**src/rtl/sdram_burst_bridge.sv**
```systemverilog
// Command/stream front end for sdram_controller: show-ahead write FIFO, req/ack handshake, burst FSM.
// Define SDRAM_BRIDGE_STATS_EN to add wr_bursts/rd_bursts/err_count statistics outputs.
module sdram_burst_bridge #(
    parameter int unsigned FIFO_AW     = 4,
    parameter int unsigned ACK_TIMEOUT = 1023
) (
    input  logic        clk_i,
    input  logic        rst_i,
    input  logic        init_done_i,
    input  logic        cmd_valid_i,
    output logic        cmd_ready_o,
    input  logic        cmd_write_i,
    input  logic [23:0] cmd_addr_i,
    input  logic [9:0]  cmd_len_i,
    input  logic        wdata_valid_i,
    output logic        wdata_ready_o,
    input  logic [15:0] wdata_i,
    output logic        rdata_valid_o,
    output logic [15:0] rdata_o,
    output logic        done_o,
    output logic        err_o,
`ifdef SDRAM_BRIDGE_STATS_EN
    output logic [15:0] wr_bursts_o,
    output logic [15:0] rd_bursts_o,
    output logic [7:0]  err_count_o,
`endif
    output logic        sdram_wr_req_o,
    input  logic        sdram_wr_ack_i,
    output logic [23:0] sdram_wr_addr_o,
    output logic [9:0]  sdram_wr_burst_o,
    output logic [15:0] sdram_din_o,
    output logic        sdram_rd_req_o,
    input  logic        sdram_rd_ack_i,
    output logic [23:0] sdram_rd_addr_o,
    output logic [9:0]  sdram_rd_burst_o,
    input  logic [15:0] sdram_dout_i
);
    localparam int unsigned Depth = 2 ** FIFO_AW;
    localparam int unsigned CntW  = FIFO_AW + 1;
    localparam int unsigned TmrW  = $clog2(ACK_TIMEOUT + 1);

    typedef enum logic [2:0] {
        StIdle, StWaitData, StWrReq, StWrBurst, StRdReq, StRdBurst
    } state_e;

    state_e          state_q, state_d;
    logic [23:0]     addr_q, addr_d;
    logic [9:0]      len_q, len_d;
    logic            dir_q, dir_d;
    logic [9:0]      beat_q, beat_d;
    logic [TmrW-1:0] tmr_q, tmr_d;
    logic            done_q, done_d;
    logic            err_q, err_d;
    logic            rvalid_q;
    logic [15:0]     rdata_q;
    logic            ack;
    logic            rd_phase;

    logic [15:0]        mem_q [Depth];
    logic [FIFO_AW-1:0] wptr_q, rptr_q;
    logic [CntW-1:0]    cnt_q;
    logic [CntW-1:0]    pop_n;
    logic               full;
    logic               push;

    assign ack      = dir_q ? sdram_wr_ack_i : sdram_rd_ack_i;
    assign rd_phase = (state_q == StRdReq) || (state_q == StRdBurst);
    assign full     = (cnt_q == CntW'(Depth));
    assign push     = wdata_valid_i && !full;

    always_comb begin
        state_d     = state_q;
        addr_d      = addr_q;
        len_d       = len_q;
        dir_d       = dir_q;
        beat_d      = beat_q;
        tmr_d       = tmr_q;
        done_d      = 1'b0;
        err_d       = 1'b0;
        pop_n       = '0;
        cmd_ready_o = 1'b0;
        unique case (state_q)
            StIdle: begin
                // Hold off for one cycle while done/err is being reported.
                cmd_ready_o = init_done_i && !done_q && !err_q;
                if (cmd_valid_i && cmd_ready_o) begin
                    addr_d = cmd_addr_i;
                    len_d  = cmd_len_i;
                    dir_d  = cmd_write_i;
                    beat_d = '0;
                    tmr_d  = '0;
                    if (cmd_len_i == 10'd0) begin
                        done_d = 1'b1;
                    end else if (cmd_write_i && (32'(cmd_len_i) > Depth)) begin
                        err_d = 1'b1;
                    end else if (cmd_write_i) begin
                        state_d = StWaitData;
                    end else begin
                        state_d = StRdReq;
                    end
                end
            end
            StWaitData: begin
                if (32'(cnt_q) >= 32'(len_q)) state_d = StWrReq;
            end
            StWrReq, StRdReq: begin
                // The ack-rise cycle already carries the first beat.
                if (ack) begin
                    beat_d = 10'd1;
                    if (state_q == StWrReq) pop_n = CntW'(1);
                    if (len_q == 10'd1) begin
                        state_d = StIdle;
                        done_d  = 1'b1;
                    end else begin
                        state_d = (state_q == StWrReq) ? StWrBurst : StRdBurst;
                    end
                end else if (tmr_q == TmrW'(ACK_TIMEOUT - 1)) begin
                    state_d = StIdle;
                    err_d   = 1'b1;
                    if (state_q == StWrReq) pop_n = CntW'(len_q);
                end else begin
                    tmr_d = tmr_q + TmrW'(1);
                end
            end
            StWrBurst, StRdBurst: begin
                if (ack) begin
                    beat_d = beat_q + 10'd1;
                    if (state_q == StWrBurst) pop_n = CntW'(1);
                    if (beat_d == len_q) begin
                        state_d = StIdle;
                        done_d  = 1'b1;
                    end
                end else begin
                    state_d = StIdle;
                    done_d  = 1'b1;
                end
            end
            default: state_d = StIdle;
        endcase
    end

    always_ff @(posedge clk_i or posedge rst_i) begin
        if (rst_i) begin
            state_q  <= StIdle;
            addr_q   <= '0;
            len_q    <= '0;
            dir_q    <= 1'b0;
            beat_q   <= '0;
            tmr_q    <= '0;
            done_q   <= 1'b0;
            err_q    <= 1'b0;
            rvalid_q <= 1'b0;
            rdata_q  <= '0;
        end else begin
            state_q  <= state_d;
            addr_q   <= addr_d;
            len_q    <= len_d;
            dir_q    <= dir_d;
            beat_q   <= beat_d;
            tmr_q    <= tmr_d;
            done_q   <= done_d;
            err_q    <= err_d;
            rvalid_q <= rd_phase && sdram_rd_ack_i;
            if (rd_phase && sdram_rd_ack_i) rdata_q <= sdram_dout_i;
        end
    end

    always_ff @(posedge clk_i or posedge rst_i) begin
        if (rst_i) begin
            wptr_q <= '0;
            rptr_q <= '0;
            cnt_q  <= '0;
        end else begin
            if (push) wptr_q <= wptr_q + FIFO_AW'(1);
            rptr_q <= rptr_q + FIFO_AW'(pop_n);
            cnt_q  <= cnt_q + CntW'(push) - pop_n;
        end
    end

    always_ff @(posedge clk_i) begin
        if (push) mem_q[wptr_q] <= wdata_i;
    end

`ifdef SDRAM_BRIDGE_STATS_EN
    logic [15:0] wr_bursts_q, rd_bursts_q;
    logic [7:0]  err_count_q;

    // dir_q still belongs to the finishing command while done_q is high.
    always_ff @(posedge clk_i or posedge rst_i) begin
        if (rst_i) begin
            wr_bursts_q <= '0;
            rd_bursts_q <= '0;
            err_count_q <= '0;
        end else begin
            if (done_q && dir_q) wr_bursts_q <= wr_bursts_q + 16'd1;
            if (done_q && !dir_q) rd_bursts_q <= rd_bursts_q + 16'd1;
            if (err_q && (err_count_q != 8'hFF)) err_count_q <= err_count_q + 8'd1;
        end
    end

    assign wr_bursts_o = wr_bursts_q;
    assign rd_bursts_o = rd_bursts_q;
    assign err_count_o = err_count_q;
`endif

    assign wdata_ready_o    = !full;
    assign sdram_din_o      = (cnt_q == '0) ? 16'h0000 : mem_q[rptr_q];
    assign sdram_wr_req_o   = (state_q == StWrReq);
    assign sdram_rd_req_o   = (state_q == StRdReq);
    assign sdram_wr_addr_o  = addr_q;
    assign sdram_rd_addr_o  = addr_q;
    assign sdram_wr_burst_o = len_q;
    assign sdram_rd_burst_o = len_q;
    assign rdata_valid_o    = rvalid_q;
    assign rdata_o          = rdata_q;
    assign done_o           = done_q;
    assign err_o            = err_q;

endmodule

```
**config.mk**
```make
export PLATFORM = sky130hd
export DESIGN_NAME = sdram_burst_bridge
export DESIGN_NICKNAME = d
export VERILOG_FILES = /design/src/rtl/sdram_burst_bridge.sv
export SDC_FILE = /design/constraint.sdc
export NUM_CORES = 1
export LEC_CHECK = 0
export BUFFER_PORTS_ARGS = -buffer_cell sky130_fd_sc_hd__buf_2
export CAP_MARGIN = 10
export CORE_MARGIN = 4
export CORE_UTILIZATION = 42
export CTS_CLUSTER_DIAMETER = 60
export CTS_CLUSTER_SIZE = 8
export DETAILED_ROUTE_END_ITERATION = 6
export PLACE_DENSITY_LB_ADDON = 0.15
export SETUP_SLACK_MARGIN = 0.1
export SYNTH_ARGS = -nofsm -noshare
export SYNTH_HDL_FRONTEND = slang
export SYNTH_SLANG_ARGS = --single-unit
```
**constraint.sdc**
```tcl
create_clock -name clk_i -period 3.7 [get_ports clk_i]
set_clock_uncertainty 0.15 [all_clocks]
set_input_delay 0.555 -clock clk_i [delete_from_list [all_inputs] [get_ports clk_i]]
set_output_delay 0.555 -clock clk_i [all_outputs]
set_load 0.05 [all_outputs]
```
==> impl_metrics.json <==
{
  "status": "completed",
  "wl_per_cell_um": 21.15,
  "synth-warning-count": 0,
  "drv_slew": 0,
  "antenna_found_initial": 1,
  "gp_congestion": 0.8577,
  "netlist_area_sq_mm": 0.01469,
  "fin_crit_ps": 3409,
  "grt_max_degree": 67,
  "slew_headroom_pct": 39.80,
  "syn_avg_cell_area_sq_um": 15.57,
  "numPortBuffers": 180,
  "post_dp_cell_area_sq_mm": 0.01604,
  "critPathKind": "register to output port",
  "area_growth_pct": 19.43,
  "power_mw": 15.66,
  "clk_pin_slew_ps": 50,
  "min_path_type": "input pin to register",
  "finalSetupViolations": 0,
  "synth_edf_count": 256,
  "fin_area_sq_mm": 0.01754,
  "async_flop_share_pct": 26.01,
  "layout_common_cells": "edfxtp_1, buf_2, nand2_1",
  "clock_latency_ps": 560,
  "cts_sinks": 346,
  "max_slew.worst_pin.slew_ps": 903.0,
  "max_freq_mhz": 293.4,
  "firstDrtPassIters": 5,
  "rsz0062_at_grt": "false",
  "nNetsFinal": 1232,
  "synth_seq_area_share_pct": 67.68,
  "rows": 68,
  "grtUsageTotal_pct": 17.69,
  "finalWirelength_mm": 34.14,
  "cp_data_required_time_ps": 2990,
  "synth_ff_type": "edfxtp_1",
  "diodes": 0,
  "min_delay_path_depth": 3,
  "fp.dieH_um": 195.0,
  "final_common_cell": "edfxtp_1",
  "grt_remaining_overflow": 0,
  "regArea_sq_mm": 0.009945,
  "endpoint_kind": "output port",
  "grt_pass1_vias": 8734,
  "dp_hpwl_mm": 21.09,
  "post-route-period-util_pct": 92.13,
  "timing.setup.tns_ps": 0,
  "ys_seq_elements": 346,
  "io_pins": 181,
  "dp.cells": 1532,
  "vias_per_cell": 5.262,
  "drc_errors": 0,
  "netlist_instances": 943,
  "htree_levels": 2,
  "fin_cells": 1614,
  "cts-root-buf": "clkbuf_16",
  "ys_types": 61,
  "vias": 8493,
  "cts_max_path_buffers": 3,
  "powerDensity_mw_per_mm2": 892.6,
  "dr.first_iter.drc_count": 447,
  "synth.net_count": 1042,
  "p_leak_nw": 6.852,
  "start_kind": "register",
  "multi_input_area_sq_mm": 0.004268,
  "drive_gt1_share_pct": 33.39,
  "timing.hold.ws_ps": 43.76,
  "antenna_left": 0,
  "grt_pass1_wl_mm": 52.61,
  "hold_viol": 0,
  "r2r_cells": 12,
  "cts-buffers-inserted": 50,
  "dieArea_sq_mm": 0.03802,
  "ir_worst_vdd_v": 0.0005852,
  "core_area_sq_mm": 0.03454,
  "start_util_pct": 42.52,
  "worst-path-max-fanout": 7,
  "nFillCells": 2957,
  "maxCapViolCount": 0,
  "fp.dieW_um": 195.0,
  "worstPathArrival_ps": 2700,
  "cts_tree": "built"
}
==> registers in the layout (all words and copies together) (netlist names) <==
name              cells
err_o                 1
cnt_q                 5
rdata_o              16
wptr_q                4
rptr_q                4
mem_q               256
sdram_rd_burst_o     10
dir_q                 1
state_q               3
rdata_valid_o         1
done_o                1
tmr_q                10
sdram_rd_addr_o      24
beat_q               10
==> cell usage after synthesis (8+ instances only) <==
master | count | share of area [%]
a21oi_1 | 12 | 0.41
buf_4 | 36 | 1.8
clkbuf_1 | 22 | 0.56
dfrtp_1 | 90 | 15
edfxtp_1 | 256 | 52
ha_1 | 23 | 2.0
inv_1 | 23 | 0.59
mux4_2 | 80 | 12
nand2_1 | 176 | 4.5
nand3_1 | 8 | 0.27
nand4_1 | 8 | 0.34
nor2_1 | 33 | 0.84
nor2b_1 | 18 | 0.77
nor3_1 | 9 | 0.31
o21ai_0 | 25 | 0.85
xnor2_1 | 20 | 1.2
xor2_1 | 9 | 0.54
==> worst max-delay path, cell delays in order (launching register included) <==
cell and delay (ps):
dfrtp_4 530, buf_4 230, mux4_2 540, mux4_2 500, nor2b_1 150, buf_2 220
==> area by class of cell <==
type,instances,share of cell area (%)
Inverter,24,0.5207
Timing Repair Buffer,213,6.848
Clock buffer,74,7.882
Clock inverter,4,0.4779
Multi-Input combinational cell,498,24.33
Tap cell,455,3.246
Sequential cell,346,56.69
==> cell families after synthesis <==
group / synth area share [%]
AOI/OAI and AO/OA: 3.067
xor gates and xnor gates: 1.729
adders and majority gates: 2.232
buffers and inverters: 3.663
DFF: 67.68
muxes: 12.48
and+or+nand+nor: 9.150
==> path summary, 6_finish.rpt <==
path,to,startpoint,slack [ps]
min in group asynchronous,rdata_o[7],rst_i,510
max in group asynchronous,rptr_q[0],rst_i,2010
worst min register to register,rdata_o[6],rdata_o[6],310
worst min-delay path,rdata_o[7],sdram_dout_i[7],40
worst max register to register,cnt_q[4],state_q[0],570
worst max-delay path,sdram_din_o[6],rptr_q[0],290
==> metrics by stage <==
stage	worst slack, ps	utilization [%]
after floorplan	454.6	-
after global placement	573.8	46.42
after detailed placement	478.7	46.42
after CTS	225.8	50.76
after global routing	203.8	50.78
final	291.2	50.78
==> routing by layer <==
metal	wire, um	vias up	part of all wire [%]	GRT usage [%]
li1	-	3874	-	-
met1	14700	4307	43	24.00
met2	16920	252	50	29.87
met3	1847	58	5.4	3.330
met4	657	2	1.9	4.396
met5	13	-	0.038	0
==> report_power, final <==
group	total, mW	internal (mW)	leakage [nW]	switching, mW
clock network	4.18	2.56	0.698	1.62
registers	5.35	4.85	3.46	0.498
logic	6.13	1.98	2.70	4.15
total	15.7	9.39	6.85	6.27
==> what timing repair did <==
| item | 4_1_cts | 5_1_grt |
|---|---|---|
| hold endpoints to repair | 31 | 0 |
| buffers inserted | 3 | 0 |
| hold buffers | 1 | 0 |
| resized for setup | 0 | 1 |
| gates cloned | 0 | 0 |
| pin swaps | 0 | 0 |
| setup endpoints to repair | 11 | 1 |
Power figures use the tool's default switching activity.
